`config.mk`:
```
export PLATFORM = sky130hd
export DESIGN_NAME = atconv_param
export DESIGN_NICKNAME = d
export VERILOG_FILES = /design/src/rtl/atconv_pkg.sv /design/src/rtl/atconv_addr_gen.sv /design/src/rtl/atconv_param.sv
export SDC_FILE = /design/constraint.sdc
export NUM_CORES = 1
export LEC_CHECK = 0
export ABC_AREA = 1
export CAP_MARGIN = 20
export CORE_ASPECT_RATIO = 0.75
export CORE_UTILIZATION = 45
export CTS_BUF_LIST = sky130_fd_sc_hd__clkbuf_16
export DETAILED_ROUTE_END_ITERATION = 10
export GPL_ROUTABILITY_DRIVEN = 0
export HOLD_SLACK_MARGIN = 0.08
export PLACE_DENSITY = 0.65
export SLEW_MARGIN = 10
export SYNTH_ARGS = -nofsm -noshare
export SYNTH_HDL_FRONTEND = slang
export SYNTH_SLANG_ARGS = --single-unit
export TNS_END_PERCENT = 20
```
`constraint.sdc`:
```
create_clock -name clk -period 15.75 [get_ports clk]
set_input_delay 3.15 -clock clk [delete_from_list [all_inputs] [get_ports clk]]
set_output_delay 3.15 -clock clk [all_outputs]
set_load 0.03 [all_outputs]
```
`src/rtl/atconv_pkg.sv`:
```
// Shared types and constants for the atrous-convolution engine.
// Kernel and bias are Q.4 fixed point at 13-bit width.
package atconv_pkg;

  typedef enum logic [1:0] {
    S_IDLE,
    S_CONV,
    S_POOL,
    S_DONE
  } state_t;

  localparam int KERNEL_W = 13;

  // 3x3 kernel in row-major order:
  // -1/16 -1/8 -1/16 / -1/4 1 -1/4 / -1/16 -1/8 -1/16
  localparam logic signed [KERNEL_W-1:0] KERNEL [9] = '{
    13'h1FFF, 13'h1FFE, 13'h1FFF,
    13'h1FFC, 13'h0010, 13'h1FFC,
    13'h1FFF, 13'h1FFE, 13'h1FFF
  };

  // -0.75
  localparam logic signed [KERNEL_W-1:0] BIAS = 13'h1FF4;

  // Round a fixed-point value up to the next integer when any fraction bit is set.
  function automatic int round_up(input int v, input int frac);
    int mask;
    mask = (1 << frac) - 1;
    if ((v & mask) != 0) return (v & ~mask) + (1 << frac);
    return v;
  endfunction

endpackage

```
`src/rtl/atconv_addr_gen.sv`:
```
// Offset-plus-clamp address generator: (base + offset) clamped to 0..W-1 on
// each axis, packed row-major. Used for both convolution taps and pool reads.
module atconv_addr_gen
  import atconv_pkg::*;
#(
  parameter int IMG_LOG2 = 6
) (
  input  logic [IMG_LOG2-1:0]   base_y,
  input  logic [IMG_LOG2-1:0]   base_x,
  input  logic signed [3:0]     off_y,
  input  logic signed [3:0]     off_x,
  output logic [2*IMG_LOG2-1:0] addr
);

  localparam int SW = IMG_LOG2 + 2;

  logic signed [SW-1:0]  sum_y, sum_x;
  logic [IMG_LOG2-1:0]   cl_y, cl_x;

  // Signed sum with two guard bits: MSB flags underflow, next bit flags >= W.
  always_comb begin
    sum_y = $signed({2'b00, base_y}) + SW'(off_y);
    sum_x = $signed({2'b00, base_x}) + SW'(off_x);
    if (sum_y[SW-1])      cl_y = '0;
    else if (sum_y[SW-2]) cl_y = '1;
    else                  cl_y = sum_y[IMG_LOG2-1:0];
    if (sum_x[SW-1])      cl_x = '0;
    else if (sum_x[SW-2]) cl_x = '1;
    else                  cl_x = sum_x[IMG_LOG2-1:0];
    addr = {cl_y, cl_x};
  end

endmodule

```
`src/rtl/atconv_param.sv`:
```
// Parametrised 3x3 dilated convolution (bias, ReLU, saturate) into layer 0,
// followed by 2x2 max-pool with round-up into layer 1.
// Build option: ATCONV_POOL_EN enables the pooling stage; without it the frame
// ends after convolution.
module atconv_param
  import atconv_pkg::*;
#(
  parameter int IMG_LOG2 = 6,
  parameter int DATA_W   = 13,
  parameter int FRAC_W   = 4,
  parameter int ACC_W    = 18
) (
  input  logic                  clk,
  input  logic                  reset,
  input  logic                  ready,
  input  logic [1:0]            dilation,
  output logic                  busy,
  output logic                  done,
  output logic [2*IMG_LOG2-1:0] iaddr,
  input  logic [DATA_W-1:0]     idata,
  output logic                  cwr,
  output logic [2*IMG_LOG2-1:0] caddr_wr,
  output logic [DATA_W-1:0]     cdata_wr,
  output logic                  crd,
  output logic [2*IMG_LOG2-1:0] caddr_rd,
  input  logic [DATA_W-1:0]     cdata_rd,
  output logic                  csel
);

  localparam int AW = 2 * IMG_LOG2;
  localparam logic [AW-1:0] LAST_PIX = '1;
  localparam logic signed [ACC_W-1:0] SAT_MAX = ACC_W'(2 ** (DATA_W - 1) - 1);

  state_t               state;
  logic [1:0]           d_lat;
  logic [AW-1:0]        pix;
  logic [3:0]           tap;
  logic signed [ACC_W-1:0] acc;

  logic signed [3:0]    d_pos, d_neg, tap_dy, tap_dx;
  logic signed [DATA_W-1:0]   weight;
  logic signed [2*DATA_W-1:0] prod;
  logic signed [ACC_W-1:0]    term, conv_sum;
  logic [DATA_W-1:0]    conv_val;

  logic [IMG_LOG2-1:0]  ag_y, ag_x;
  logic signed [3:0]    ag_dy, ag_dx;
  logic [AW-1:0]        ag_addr;

`ifdef ATCONV_POOL_EN
  localparam logic [AW-3:0] LAST_POOL = '1;
  logic [AW-3:0]            pidx;
  logic [2:0]               phase;
  logic signed [DATA_W-1:0] pmax, rd_val;
  logic [DATA_W-1:0]        pool_out;
`else
  logic unused_rd;
  assign unused_rd = ^cdata_rd;
`endif

  // Tap offsets: kernel row/column minus one, scaled by the latched dilation.
  always_comb begin
    d_pos = {2'b00, d_lat};
    d_neg = -d_pos;
    case (tap)
      4'd0, 4'd1, 4'd2: tap_dy = d_neg;
      4'd3, 4'd4, 4'd5: tap_dy = '0;
      default:          tap_dy = d_pos;
    endcase
    case (tap)
      4'd0, 4'd3, 4'd6: tap_dx = d_neg;
      4'd1, 4'd4, 4'd7: tap_dx = '0;
      default:          tap_dx = d_pos;
    endcase
  end

  // Address generator inputs: convolution taps, or pool window reads in POOL.
  always_comb begin
    ag_y  = pix[AW-1:IMG_LOG2];
    ag_x  = pix[IMG_LOG2-1:0];
    ag_dy = tap_dy;
    ag_dx = tap_dx;
`ifdef ATCONV_POOL_EN
    if (state == S_POOL) begin
      ag_y  = {pidx[AW-3:IMG_LOG2-1], 1'b0};
      ag_x  = {pidx[IMG_LOG2-2:0], 1'b0};
      ag_dy = {3'b000, phase[1]};
      ag_dx = {3'b000, phase[0]};
    end
`endif
  end

  atconv_addr_gen #(.IMG_LOG2(IMG_LOG2)) u_addr_gen (
    .base_y (ag_y),
    .base_x (ag_x),
    .off_y  (ag_dy),
    .off_x  (ag_dx),
    .addr   (ag_addr)
  );

  // Per-tap product, final sum with bias, ReLU and positive saturation.
  always_comb begin
    weight   = DATA_W'(KERNEL[tap]);
    prod     = (2*DATA_W)'($signed(idata)) * (2*DATA_W)'(weight);
    term     = ACC_W'(prod >>> FRAC_W);
    conv_sum = acc + term + ACC_W'(BIAS);
    if (conv_sum[ACC_W-1])       conv_val = '0;
    else if (conv_sum > SAT_MAX) conv_val = {1'b0, {(DATA_W-1){1'b1}}};
    else                         conv_val = conv_sum[DATA_W-1:0];
  end

`ifdef ATCONV_POOL_EN
  // Pool read value and rounded-up result of the finished 2x2 window.
  always_comb begin
    rd_val   = $signed(cdata_rd);
    pool_out = DATA_W'(round_up(int'(pmax), FRAC_W));
  end
`endif

  // Frame sequencer: counters, accumulator and running max.
  always_ff @(posedge clk or posedge reset) begin
    if (reset) begin
      state <= S_IDLE;
      d_lat <= '0;
      pix   <= '0;
      tap   <= '0;
      acc   <= '0;
`ifdef ATCONV_POOL_EN
      pidx  <= '0;
      phase <= '0;
      pmax  <= '0;
`endif
    end else begin
      case (state)
        S_IDLE: begin
          pix <= '0;
          tap <= '0;
          acc <= '0;
`ifdef ATCONV_POOL_EN
          pidx  <= '0;
          phase <= '0;
`endif
          if (ready) begin
            d_lat <= (dilation == 2'd0) ? 2'd1 : dilation;
            state <= S_CONV;
          end
        end
        S_CONV: begin
          if (tap == 4'd8) begin
            tap <= '0;
            acc <= '0;
            pix <= pix + AW'(1);
            if (pix == LAST_PIX) begin
`ifdef ATCONV_POOL_EN
              state <= S_POOL;
`else
              state <= S_DONE;
`endif
            end
          end else begin
            tap <= tap + 4'd1;
            acc <= acc + term;
          end
        end
`ifdef ATCONV_POOL_EN
        S_POOL: begin
          if (phase == 3'd4) begin
            phase <= '0;
            pidx  <= pidx + (AW-2)'(1);
            if (pidx == LAST_POOL) state <= S_DONE;
          end else begin
            phase <= phase + 3'd1;
            if (phase == 3'd0 || rd_val > pmax) pmax <= rd_val;
          end
        end
`endif
        S_DONE:  state <= S_IDLE;
        default: state <= S_IDLE;
      endcase
    end
  end

  // Memory-side strobes and addresses decoded from the sequencer state.
  always_comb begin
    busy     = (state == S_CONV) || (state == S_POOL);
    done     = (state == S_DONE);
    iaddr    = '0;
    cwr      = 1'b0;
    caddr_wr = '0;
    cdata_wr = '0;
    crd      = 1'b0;
    caddr_rd = '0;
    csel     = 1'b0;
    if (state == S_CONV) begin
      iaddr = ag_addr;
      if (tap == 4'd8) begin
        cwr      = 1'b1;
        caddr_wr = pix;
        cdata_wr = conv_val;
      end
    end
`ifdef ATCONV_POOL_EN
    if (state == S_POOL) begin
      if (phase == 3'd4) begin
        cwr      = 1'b1;
        csel     = 1'b1;
        caddr_wr = AW'(pidx);
        cdata_wr = pool_out;
      end else begin
        crd      = 1'b1;
        caddr_rd = ag_addr;
      end
    end
`endif
  end

endmodule

```
==> results of run 1 <==
## tightest hold or removal path: stages, from the launching register on
cell and delay [ps]:
sky130_fd_sc_hd__dfrtp_1 360, sky130_fd_sc_hd__nand2_1 50, sky130_fd_sc_hd__o21ai_0 60
## per-stage QoR
stage	setup WS, ps	hold slack [ps]
finish	680	502
global route	40.5	524
CTS	768	507
detailed placement	816	483
global placement	849	482
floorplan	2540	459
## what timing repair did
item                                    in CTS  in global routing
endpoints found under the setup margin       0                  4
hold buffers                                 0                  0
setup buffers                                0                  0
resized for setup                            0                  1
## power groups by stage
stage | Combinational [mW] | Clock (mW) | Sequential, mW
6_report | 0.589 | 0.132 | 0.143
5_1_grt | 0.663 | 0.138 | 0.145
4_1_cts | 0.584 | 0.134 | 0.143
3_5_place_dp | 0.579 | 0 | 0.144
3_3_place_gp | 0.570 | 0 | 0.144
2_1_floorplan | 0.463 | 0 | 0.136
## cell type report
| type | count | area (sq um) |
|---|---|---|
| clock buffer | 5 | 125 |
| clock inverter | 3 | 68.8 |
| fill | 1912 | 9470 |
| inverter | 278 | 1040 |
| multi-input combinational | 921 | 7080 |
| sequential | 38 | 951 |
| tap | 253 | 317 |
| timing repair buffer | 61 | 598 |
## sequential cells by signal, indices dropped and copies added (netlist names)
signal and flops:
tap 4, state 2, acc 18, d_lat 2
pix 12
## logic make-up (layout without fill, tap and decap cells)
kind of cell,count (synthesis),count (layout),synth area share
xor+xnor,37,37,0.0362
flops,38,38,0.104
other cells,1,15,0.000409
compound gates,149,149,0.0927
fa+ha+maj,225,225,0.393
buf+inv,301,347,0.130
simple gates,495,495,0.244
## per-layer routing
metal / share of wire / vias to the layer above / track usage
met5: 0 / - / 0
met4: 0.0045 / 0 / 0.0163
met3: 0.051 / 13 / 0.0333
met2: 0.40 / 159 / 0.307
met1: 0.55 / 3655 / 0.357
li1: - / 3960 / -
## cell usage in the layout (no fill, tap or decap), types with 23 or more instances in the layout
master                              n
sky130_fd_sc_hd__inv_1            269
sky130_fd_sc_hd__nand2_1          207
sky130_fd_sc_hd__nor2_1           140
sky130_fd_sc_hd__ha_1             120
sky130_fd_sc_hd__fa_1             105
sky130_fd_sc_hd__a21oi_1           57
sky130_fd_sc_hd__clkdlybuf4s50_1   56
sky130_fd_sc_hd__o21ai_0           45
sky130_fd_sc_hd__nand3_1           44
sky130_fd_sc_hd__dfrtp_1           38
sky130_fd_sc_hd__nand2_2           23
sky130_fd_sc_hd__xor2_1            23
## path summary, 6_finish.rpt
path	start	end	cells past startpoint	slack (ps)
max in group asynchronous	reset	acc[2]	3	12110
min	acc[3]	acc[3]	2	500
max	idata[6]	cdata_wr[1]	39	680
min in group asynchronous	reset	acc[9]	3	3290
max reg2reg	tap[0]	acc[17]	38	7490
min reg2reg	acc[3]	acc[3]	2	500
==> results.md, run 1 <==
- Clock-pin slew was measured on the worst setup and hold paths at approximately 60 ps.
- At the worst endpoint, the arrival time is around 12000 ps.
- The via count of the first global-routing pass was 7371.
- The final-layout setup total negative slack is 0 ps.
- The share of the Yosys chip area taken by registers is 0.104.
- The first global-routing pass estimated 36800 microns of wire.
- In the final design database the tool counted 1561 nets.
- The most frequently used flop master after synthesis is sky130_fd_sc_hd__dfrtp_1.
- The internal portion of the total power is 0.404 mW.
- The library cell appearing most often on the critical path is sky130_fd_sc_hd__nand2_1.
- The global route total overflow is 0.
- The leading area contributor after synthesis is sky130_fd_sc_hd__fa_1.
- Derived from the worst setup path, the maximum achievable clock frequency is 66.4 MHz.
- The share of total power in combinational logic is 0.682.
- Ranked by instance count, the synthesized netlist is headed by 269 x sky130_fd_sc_hd__inv_1, 207 x sky130_fd_sc_hd__nand2_1, 141 x sky130_fd_sc_hd__nor2_1.
- Using the TritonRoute via totals, the vias-per-cell ratio works out to 4.99.
- The worst-case vdd ir drop is 0.0000635 V.
- The number of DRC violations after detailed-routing iteration 0 is 584.
- The maximum fanout encountered on the critical timing path is 7.
- In the synthesized netlist the async set-or-reset flop fraction comes to 1.00.
- The clock sink total is 38.
- The post-synthesis cell area is 9170 sq um.
- In this run, placement finished with an instance count of 1551.
- The number of H-tree branching levels is 2.
- The initial antenna violation count was 0.
- The routed wirelength normalized by instance count is 13.8 microns.
- No sink is reached through more buffers than the 2 on the longest clock path.
- Grouping stages by cell kind, the critical path spends the most delay in adder cells.
- The worst hold-check path type is flip-flop to flip-flop.
- The wire-length estimate of the detail-placed layout is 18700 microns.
- Of the total power, the share spent switching nets is 0.532.
- The clock arrives with around 7 ps of skew.
- Power spread over the standard cell area amounts to 84.8 nW/um^2.
- The final cell count without fillers is 1559.
- The clock insertion delay at the later pin of the skew report is slightly below 300 ps.
- In this run the vertical extent of the chip is 126 microns.
- The worst path required time is 12600 ps.
- The number of buffers and inverters on the critical path is 7.
- The maximum number of pins on one net before global-route repair is 39.
- The horizontal die dimension is 167 microns.
- Setup violations remaining at the end of the flow were counted as 0.
- The period utilization is 0.957.
- The final hold violation count came to 0.
- Clock tree synthesis selected as its root buffer the cell sky130_fd_sc_hd__clkbuf_16.
- The final wirelength is 21500 microns.
- The aggregate global-route resource usage is 0.218.
- The static leakage is 5.66 nW.
- The number of optimization iterations in the first detailed-route pass is 5.
- Summed over all nets, the switching power comes to between 0.4 and 0.5 mW.
- The total number of vias is 7787.
- The antenna cell count is 0.
- The proportion of netlist area held by the largest area contributor is 0.229.
- In this run the cell area measured after placement is roughly 10000 sq um.
- The kind of start point of the critical path is a primary input.
- The delay of the slowest cell on the worst path is 660 ps.
- For this configuration, the core starts out at a cell density of 0.466.
- 85 I/O pins were placed.
- The total CTS buffers is 5.
- Sorting the synthesized cells by area gives the leading types as sky130_fd_sc_hd__fa_1 23%, sky130_fd_sc_hd__ha_1 16%, sky130_fd_sc_hd__inv_1 11%.
- Relative to the synthesized area, the layout overhead comes to 11.1%.
- Each instance of the synthesized netlist takes up on average about 7.4 sq um.
- The DRC violation count after routing is 0.
- The measured slew at the worst slew-check pin is 897 ps.
- Setup repair after global routing left no endpoint under its margin.
- The placement row count is 44.
- The count of buffers inserted at the top-level ports is 56.
- The completed layout was analyzed and its total power is 0.864 mW.
- The floorplan core area is 19700 sq um.
- With fillers left out, the area of the finished cells amounts to 10200 sq um.
- The die covers about 21000 sq um.
- Of the total power, the clock network draws 0.153.
- By startpoint and endpoint, the worst setup path is classified as primary input to output pin.
- The clock tree from TritonCTS is done.
- Counting flops with a built-in enable in the synthesized netlist gives 0.
- The type of destination of the critical path is an output pin.
- In the synthesized netlist, the number of instances is 1246.
- Yosys printed 0 warnings.
- The cell with the largest stage delay on the worst path is sky130_fd_sc_hd__clkdlybuf4s50_1.
- Of the cells placed in the final design, the portion with a size suffix greater than 1 is 0.0781.
- Measured on the finished design, the core utilization comes to 0.518.
- Across the run, the number of max-cap violations was 0.
- The worst pin sits at a relative slew slack of 0.402.
- sky130_fd_sc_hd__inv_1 is the most common cell in the netlist.
- The flow ran to the end, and the final reports show no timing, DRC or antenna violations.
- The post-layout minimum cycle time is 15070 ps.
- The count of different cell masters after synthesis is 44.
- The post-detailed-route count of antenna-violating nets is 0.
- The proportion of power drawn by flip-flops and latches is 0.165.
- The final number of max-transition violations is 0.
- The synthesized design contains 38 register bits.
No activity file was read; power rests on OpenSTA's default activity.
==> inputs of run 2 (changes only) <==
Settings changed: GPL_TIMING_DRIVEN set to 0.
==> run 2 against run 1 <==
Non-clock buffer count increased by 19; register-to-register slack lost 300 ps; via count barely moved; worst setup slack gained 120 ps; critical path depth increased by 1; fmax rose by 0.80%; die area stayed put; clock power down 14%; critical endpoint is now cdata_wr[5]; clock skew increased by 2.8 ps; combinational power about the same; hold slack better by 1.8 ps; cell count rose by 1.2%; largest cell class unchanged.
==> results.md, run 2 (same netlist as run 1, synthesis figures left out) <==
- Of the cells placed in the final design, the portion with a size suffix greater than 1 is 0.0861.
- The final setup violation count is 0.
- The highest-utilization routing layer at the global route stage is met1.
- The floorplan step defined a core boundary enclosing 19700 sq um.
- The largest registers in the layout are acc (18), pix (12), tap (4).
- Once placement finished, the instance area stood at 10100 sq um.
- The maximum number of pins on one net before global-route repair is 30.
- The most flop-heavy register is acc.
- The hold buffer count at CTS is 0.
- The initial antenna violation count is 0.
- The library cells used most frequently in the layout, excluding fill and tap cells, are 268 x sky130_fd_sc_hd__inv_1, 207 x sky130_fd_sc_hd__nand2_1, 139 x sky130_fd_sc_hd__nor2_1, 120 x sky130_fd_sc_hd__ha_1, 105 x sky130_fd_sc_hd__fa_1.
- The most common library cell in the layout ignoring fill and taps is sky130_fd_sc_hd__inv_1.
- The clock insertion delay at the later pin of the skew report is roughly 290 ps.
- For met2 alone, demand over resource in global routing was 0.303.
- The count of buffers inserted at the top-level ports is 56.
- Measured along the y axis, the die boundary spans roughly 130 microns.
- The first routing iteration left 589 violations.
- The number of gates given a new drive strength after cts is 0.
- The floorplan step set the die width to around 170 microns.
- Summing internal, switching and leakage power gives 0.845 mW.
- The number of buffers and inverters on the critical path is 6.
- Setup repair after global routing left no endpoint under its margin.
- In the final design database the tool counted 1580 nets.
- Row generation in the floorplan step produced 44 rows.
- The critical path start-end classification is primary input to output pin.
- The number of flip-flops in the largest register is 18.
- 85 I/O pins were placed.
- The detailed router placed 7791 vias in this run.
- The cell with the largest stage delay on the worst path is sky130_fd_sc_hd__clkdlybuf4s50_1.
- The kind of cell with the highest combined delay along the critical path is adder cells.
- The initial utilization of the core area, before any placement, comes to 0.466.
- The clock drives 38 sinks.
- On the worst path, the slowest cell contributes a delay of 680 ps.
- After detailed routing, the number of vias per cell comes to a little under 5.
- The run finished with clean final reports.
- The power density over the cells is 82.2 nW/um^2.
- At the worst endpoint, the required time is about 13000 ps.
- The repair_antennas step left the layout with diodes totalling 0.
- The static leakage is 5.72 nW.
- TritonCTS built the clock tree.
- The first global-routing pass estimated 36500 microns of wire.
- The worst setup path is launched from a primary input.
- In this run the remaining antenna-violating nets after routing total 0.
- The post-route core utilization is 0.523.
- The number of optimization iterations in the first detailed-route pass is 6.
- The data arrival time of the critical path is 11800 ps.
- The post-layout minimum cycle time is 14950 ps.
- Max-cap violations in this run came to 0.
- The aggregate global-route resource usage is 0.217.
- The number of buffers added for setup after CTS is 0.
- The die area is 21000 sq um.
- The maximum fanout encountered on the critical timing path is 8.
- For this run, design rule violations remaining after detail routing come to 0.
- The routed wirelength normalized by instance count is around 14 microns.
- VDD sags by at most 0.0000688 V.
- The tree is rooted in a sky130_fd_sc_hd__clkbuf_16.
- The total CTS buffers is 5.
- The finished cells cover 10300 sq um.
- The final hold violation count was 0.
- The clock tree synthesis step divided the H-tree into 2 levels.
- The via count of the first global-routing pass is slightly above 7000.
- The maximum count of clock buffers along a single path is 2.
- The measured slew at the worst slew-check pin is 878 ps.
- The final wirelength is ~22000 microns.
- The count of fill cells added during filler insertion is ~2000.
- Of the available clock period, the critical path in the final layout requires 0.949.
- The sum of net half-perimeters after detailed placement is 19100 microns.
- For the final routed database, the setup TNS stands at 0 ps.
- Between clock sinks in the finished design, the worst skew comes to 9.76 ps.
- Derived from the worst setup path, the maximum achievable clock frequency is roughly 67 MHz.
- The final number of max-transition violations is 0.
- Headroom to the max-slew limit came out at 0.415.
- The worst hold-check path type is flip-flop to flip-flop.
- In the global route stage, met3 resource usage came out at 0.0280.
- The total overflow left after global routing is 0.
- From synthesis to final layout, the design area changed by 12.1%.
- The met1 global-route usage is 0.363.
- The clock transition at the registers of the reported paths is 60 ps.
- The worst setup path is captured at an output pin.
- The reg-to-reg setup timing slack is about 7200 ps.
==> run 2: cell type report <==
| cell class | instances | area (sq um) | share of cell area |
|---|---|---|---|
| multi-input cells | 921 | 7090 | 0.689 |
| inverters | 278 | 1040 | 0.101 |
| flip-flops and latches | 38 | 951 | 0.0925 |
| repair buffers | 57 | 581 | 0.0565 |
| well taps | 253 | 317 | 0.0308 |
| plain buffers | 23 | 144 | 0.0140 |
| clock buffers | 5 | 125 | 0.0122 |
| clock inverters | 2 | 33.8 | 0.00329 |
==> run 2: layer usage <==
metal	vias to the layer above	wire length [microns]
li1	3994	-
met5	-	0
met1	3642	12000
met2	149	8470
met3	6	1050
met4	0	49
==> run 2: worst reg2reg max path, delay by kind of cell, from the launching register on <==
family / cells / cell delay (ps)
simple gates: 12 / 1770
xor+xnor: 1 / 160
buf+inv: 7 / 1180
flops: 1 / 370
compound gates: 7 / 1060
fa+ha+maj: 9 / 3960
==> run 2: path summary, 6_finish.rpt <==
kind,startpoint,end,depth (start not counted)
max,idata[5],cdata_wr[5],40
min,acc[5],acc[5],2
max reg2reg,tap[0],acc[17],36
min reg2reg,acc[5],acc[5],2
max in group asynchronous,reset,acc[6],3
min in group asynchronous,reset,acc[17],2
==> run 2: metrics by stage <==
step                      hold WS, ps  setup WS [ps]  cells
after global placement            481            797   1569
after CTS                         509            734   1577
after floorplan                   459           2540   1260
after global routing              523           28.8   1577
after detailed placement          488            771   1570
final                             504            799   1577
==> run 2: report_power, final <==
part	leakage, nW	switching (mW)	internal (mW)
Clock	0.0773	0.0395	0.0733
Combinational	5.19	0.397	0.192
Sequential	0.454	0.0194	0.124
==> inputs of run 3 (changes only) <==
Settings changed: CORE_MARGIN set to 4, PLACE_DENSITY 0.65 to not set, RECOVER_POWER set to 25, SYNTH_HIERARCHICAL set to 1.
==> run 3 against run 2 <==
Sequential power down 3%; critical path type unchanged; synthesized cell count grew 6.8%; wire length up 5.8%.
==> results.md, run 3 <==
- The run finished with clean final reports.
- The final wirelength is 22800 microns.
- The type of destination of the critical path is an output pin.
- The leading area contributor after synthesis is sky130_fd_sc_hd__fa_1.
- The sum of net half-perimeters after detailed placement is 19800 microns.
- The initial utilization of the core area, before any placement, comes to 0.464.
- Buffers inserted during clock tree synthesis total 5.
- Each instance of the synthesized netlist takes up on average 7.12 sq um.
- The most flop-heavy register is acc.
- The number of different library cells used by synthesis comes to 46.
- The most used flip-flop cell after synthesis is sky130_fd_sc_hd__dfrtp_1.
- In the synthesized netlist the async set-or-reset flop fraction comes to 1.00.
- The number of DRC violations after detailed-routing iteration 0 is 475.
- The post-layout minimum cycle time is between 15000 and 20000 ps.
- In this run, synthesis inferred 0 flip-flops with an integrated enable.
- Of the cells placed in the final design, the portion with a size suffix greater than 1 is 0.0865.
- For this design the ratio of total power to cell area is between 70 and 80 nW/um^2.
- Of the total synthesized cell area, the portion taken by AND, OR, NAND and NOR gates is 0.257.
- The warning count from the yosys run is 6.
- The clock net in this run drives a total of 38 sinks.
- The H-tree was split into 2 levels.
- Detailed routing inserted a total of between 8000 and 9000 vias.
- The proportion of netlist area held by the largest area contributor is 0.222.
- From synthesis to final layout, the design area changed by 12.4%.
- Dividing the detail-routed via count by the number of cells gives 4.78.
- The final hold violation count is 0.
- The DRC violation count after routing is 0.
- STA puts the critical path data required time at 12600 ps.
- The first TritonRoute pass finished after 5 iterations.
- The floorplan step defined a die boundary enclosing 23500 sq um.
- The data arrival time of the critical path is 12030 ps.
- Clock skew on the completed layout was measured at 9.56 ps.
- Counting the fill cells in the layout gives 2048.
- The clock root buffer master is sky130_fd_sc_hd__clkbuf_16.
- The part of the Yosys area used for sequential elements is 0.100.
- The critical path start-end classification is primary input to output pin.
- Headroom to the max-slew limit came out at 0.424.
- At the pin with the least slew margin, the transition time is about 860 ps.
- The multiplexer share of the synthesized area is 0.
- Along the worst path, the maximum fanout reaches 7.
- After floorplanning, the core was divided into 45 placement rows.
- After detailed routing, the average wire length per cell comes to 13.5 microns.
- The number of instances in the synthesized netlist is 1331.
- Setup slack on the critical path of the routed design comes to 574 ps.
- TritonCTS built the clock tree.
- The number of setup buffers added after CTS is 0.
- The library cell used most frequently in the layout, excluding fill and tap cells, is sky130_fd_sc_hd__inv_1.
- After routing, the total negative slack on setup checks comes to 0 ps.
- Timing analysis after detailed placement gives a worst setup slack of 459 ps.
- For this design, the slowest cell found on the critical path is sky130_fd_sc_hd__clkdlybuf4s50_1.
- In the layout the commonest cells are 306 x sky130_fd_sc_hd__inv_1, 279 x sky130_fd_sc_hd__nand2_1, 120 x sky130_fd_sc_hd__ha_1, 115 x sky130_fd_sc_hd__nor2_1, 105 x sky130_fd_sc_hd__fa_1.
- The clock insertion delay at the later pin of the skew report is around 300 ps.
- The register with the most flip-flops in the layout has 18 of them.
- Setup repair after global routing left no endpoint under its margin.
- Sorting the synthesized cells by area gives the leading types as sky130_fd_sc_hd__fa_1 22%, sky130_fd_sc_hd__ha_1 16%, sky130_fd_sc_hd__inv_1 12%.
- Among all cell types in the netlist, the one instantiated most often is sky130_fd_sc_hd__inv_1.
- The synthesis-stage register bit count is 38.
- The complex-gate fraction of the synthesized area is 0.0828.
- The path class of the tightest hold or removal check is flip-flop to flip-flop.
- By area, the combinational part of the netlist is dominated by adder cells.
- The final layout contains roughly 1700 nets.
- The max-capacitance violation count is 0.
- The initial antenna violation count is 0.
- The maximum count of clock buffers along a single path is 2.
- The aggregate global-route resource usage is 0.199.
- The via count of the first global-routing pass is 7620.
- Counting stages on the worst path, the most repeated cell is sky130_fd_sc_hd__nand2_1.
- The post-detailed-route count of antenna-violating nets is 0.
- The overall die height is 134 microns.
- After synthesis the cells add up to around 9500 sq um.
- The maximum number of pins on one net before global-route repair is 25.
- The period utilization is 0.964.
- Setup violations remaining at the end of the flow were counted as 0.
- For this design the static power due to leakage is 6.12 nW.
- For this run, the slowest stage of the critical path takes slightly below 700 ps.
- The clock transition at the registers of the reported paths is about 60 ps.
- The global route total overflow is 0.
- The floorplan core area is 20400 sq um.
- The count of buffers inserted at the top-level ports is 56.
- The antenna cell count is 0.
- By count the netlist is led by 306 x sky130_fd_sc_hd__inv_1, 279 x sky130_fd_sc_hd__nand2_1, 120 x sky130_fd_sc_hd__ha_1, 120 x sky130_fd_sc_hd__nor2_1, 105 x sky130_fd_sc_hd__fa_1.
- The final number of max-transition violations was 0.
- The worst-case vdd ir drop is roughly 0.000054 V.
- The horizontal die dimension is 176 microns.
- The top achievable clock speed is 65.9 MHz.
- The first global-routing pass estimated about 38000 microns of wire.
- Of the total synthesized cell area, the portion taken by full adders, half adders and majority gates is 0.380.
- The count of pins on the block boundary is 85.
- Of the total synthesized cell area, the portion taken by XOR and XNOR cells is 0.0378.
- The kind of start point of the critical path is a primary input.
- The largest registers in the layout are acc (18), pix (12), tap (4).
run 3: worst max-delay path, delay by kind of cell:
family / cells / cell delay [ps]
buf+inv: 6 / 1770
fa+ha+maj: 8 / 3300
xor+xnor: 1 / 130
compound gates: 4 / 870
simple gates: 21 / 2790
run 3: layer usage:
layer  vias up  GRT usage  part of all wire
met5         -          0                 0
met4         0     0.0134            0.0027
met3         8     0.0366             0.056
met2       189      0.288              0.41
met1      3679      0.318              0.53
li1       4218          -                 -
run 3: timing repair:
item,CTS,global route
resized for setup,0,8
endpoints found under the setup margin,0,12
hold buffers,0,0
run 3: worst paths after layout:
check | from | endpoint | slack (ps) | cells after the start
setup / recovery | idata[5] | cdata_wr[6] | 570 | 40
hold / removal | acc[16] | acc[16] | 490 | 2
min in group asynchronous | reset | pix[0] | 3380 | 2
hold reg to reg | acc[16] | acc[16] | 490 | 2
setup reg to reg | tap[0] | acc[17] | 7130 | 35
max in group asynchronous | reset | acc[16] | 11790 | 3
run 3: metrics by stage:
step / instances / hold WS (ps) / util / power, mW / cell area (sq um)
4_1_cts: 1692 / 502 / 0.520 / 0.764 / 10600
5_1_grt: 1692 / 520 / 0.521 / 0.843 / 10700
3_5_place_dp: 1684 / 484 / 0.512 / 0.639 / 10500
3_3_place_gp: 1683 / 479 / 0.511 / 0.633 / 10400
2_1_floorplan: 1345 / 459 / - / 0.526 / 9530
6_report: 1692 / 492 / 0.521 / 0.763 / 10700
run 3: where the power goes:
group,switching (mW),total [mW],internal [mW]
logic,0.337,0.502,0.165
registers,0.0158,0.139,0.123
clock network,0.0472,0.122,0.0748
total,0.400,0.763,0.363
run 3: cell families after synthesis:
kind of cell,after synthesis
and+or+nand+nor,553
buffers and inverters,342
adders and majority gates,225
AOI/OAI and AO/OA,132
xor gates and xnor gates,40
DFF,38
other,1
run 3: cell type report:
cell class | count | area (sq um) | area share
Buffer | 24 | 148 | 0.0139
Clock buffer | 5 | 125 | 0.0117
Clock inverter | 3 | 45.0 | 0.00423
Inverter | 318 | 1190 | 0.112
Multi-Input combinational cell | 965 | 7250 | 0.681
Sequential cell | 38 | 951 | 0.0892
Tap cell | 282 | 353 | 0.0331
Timing Repair Buffer | 57 | 586 | 0.0550
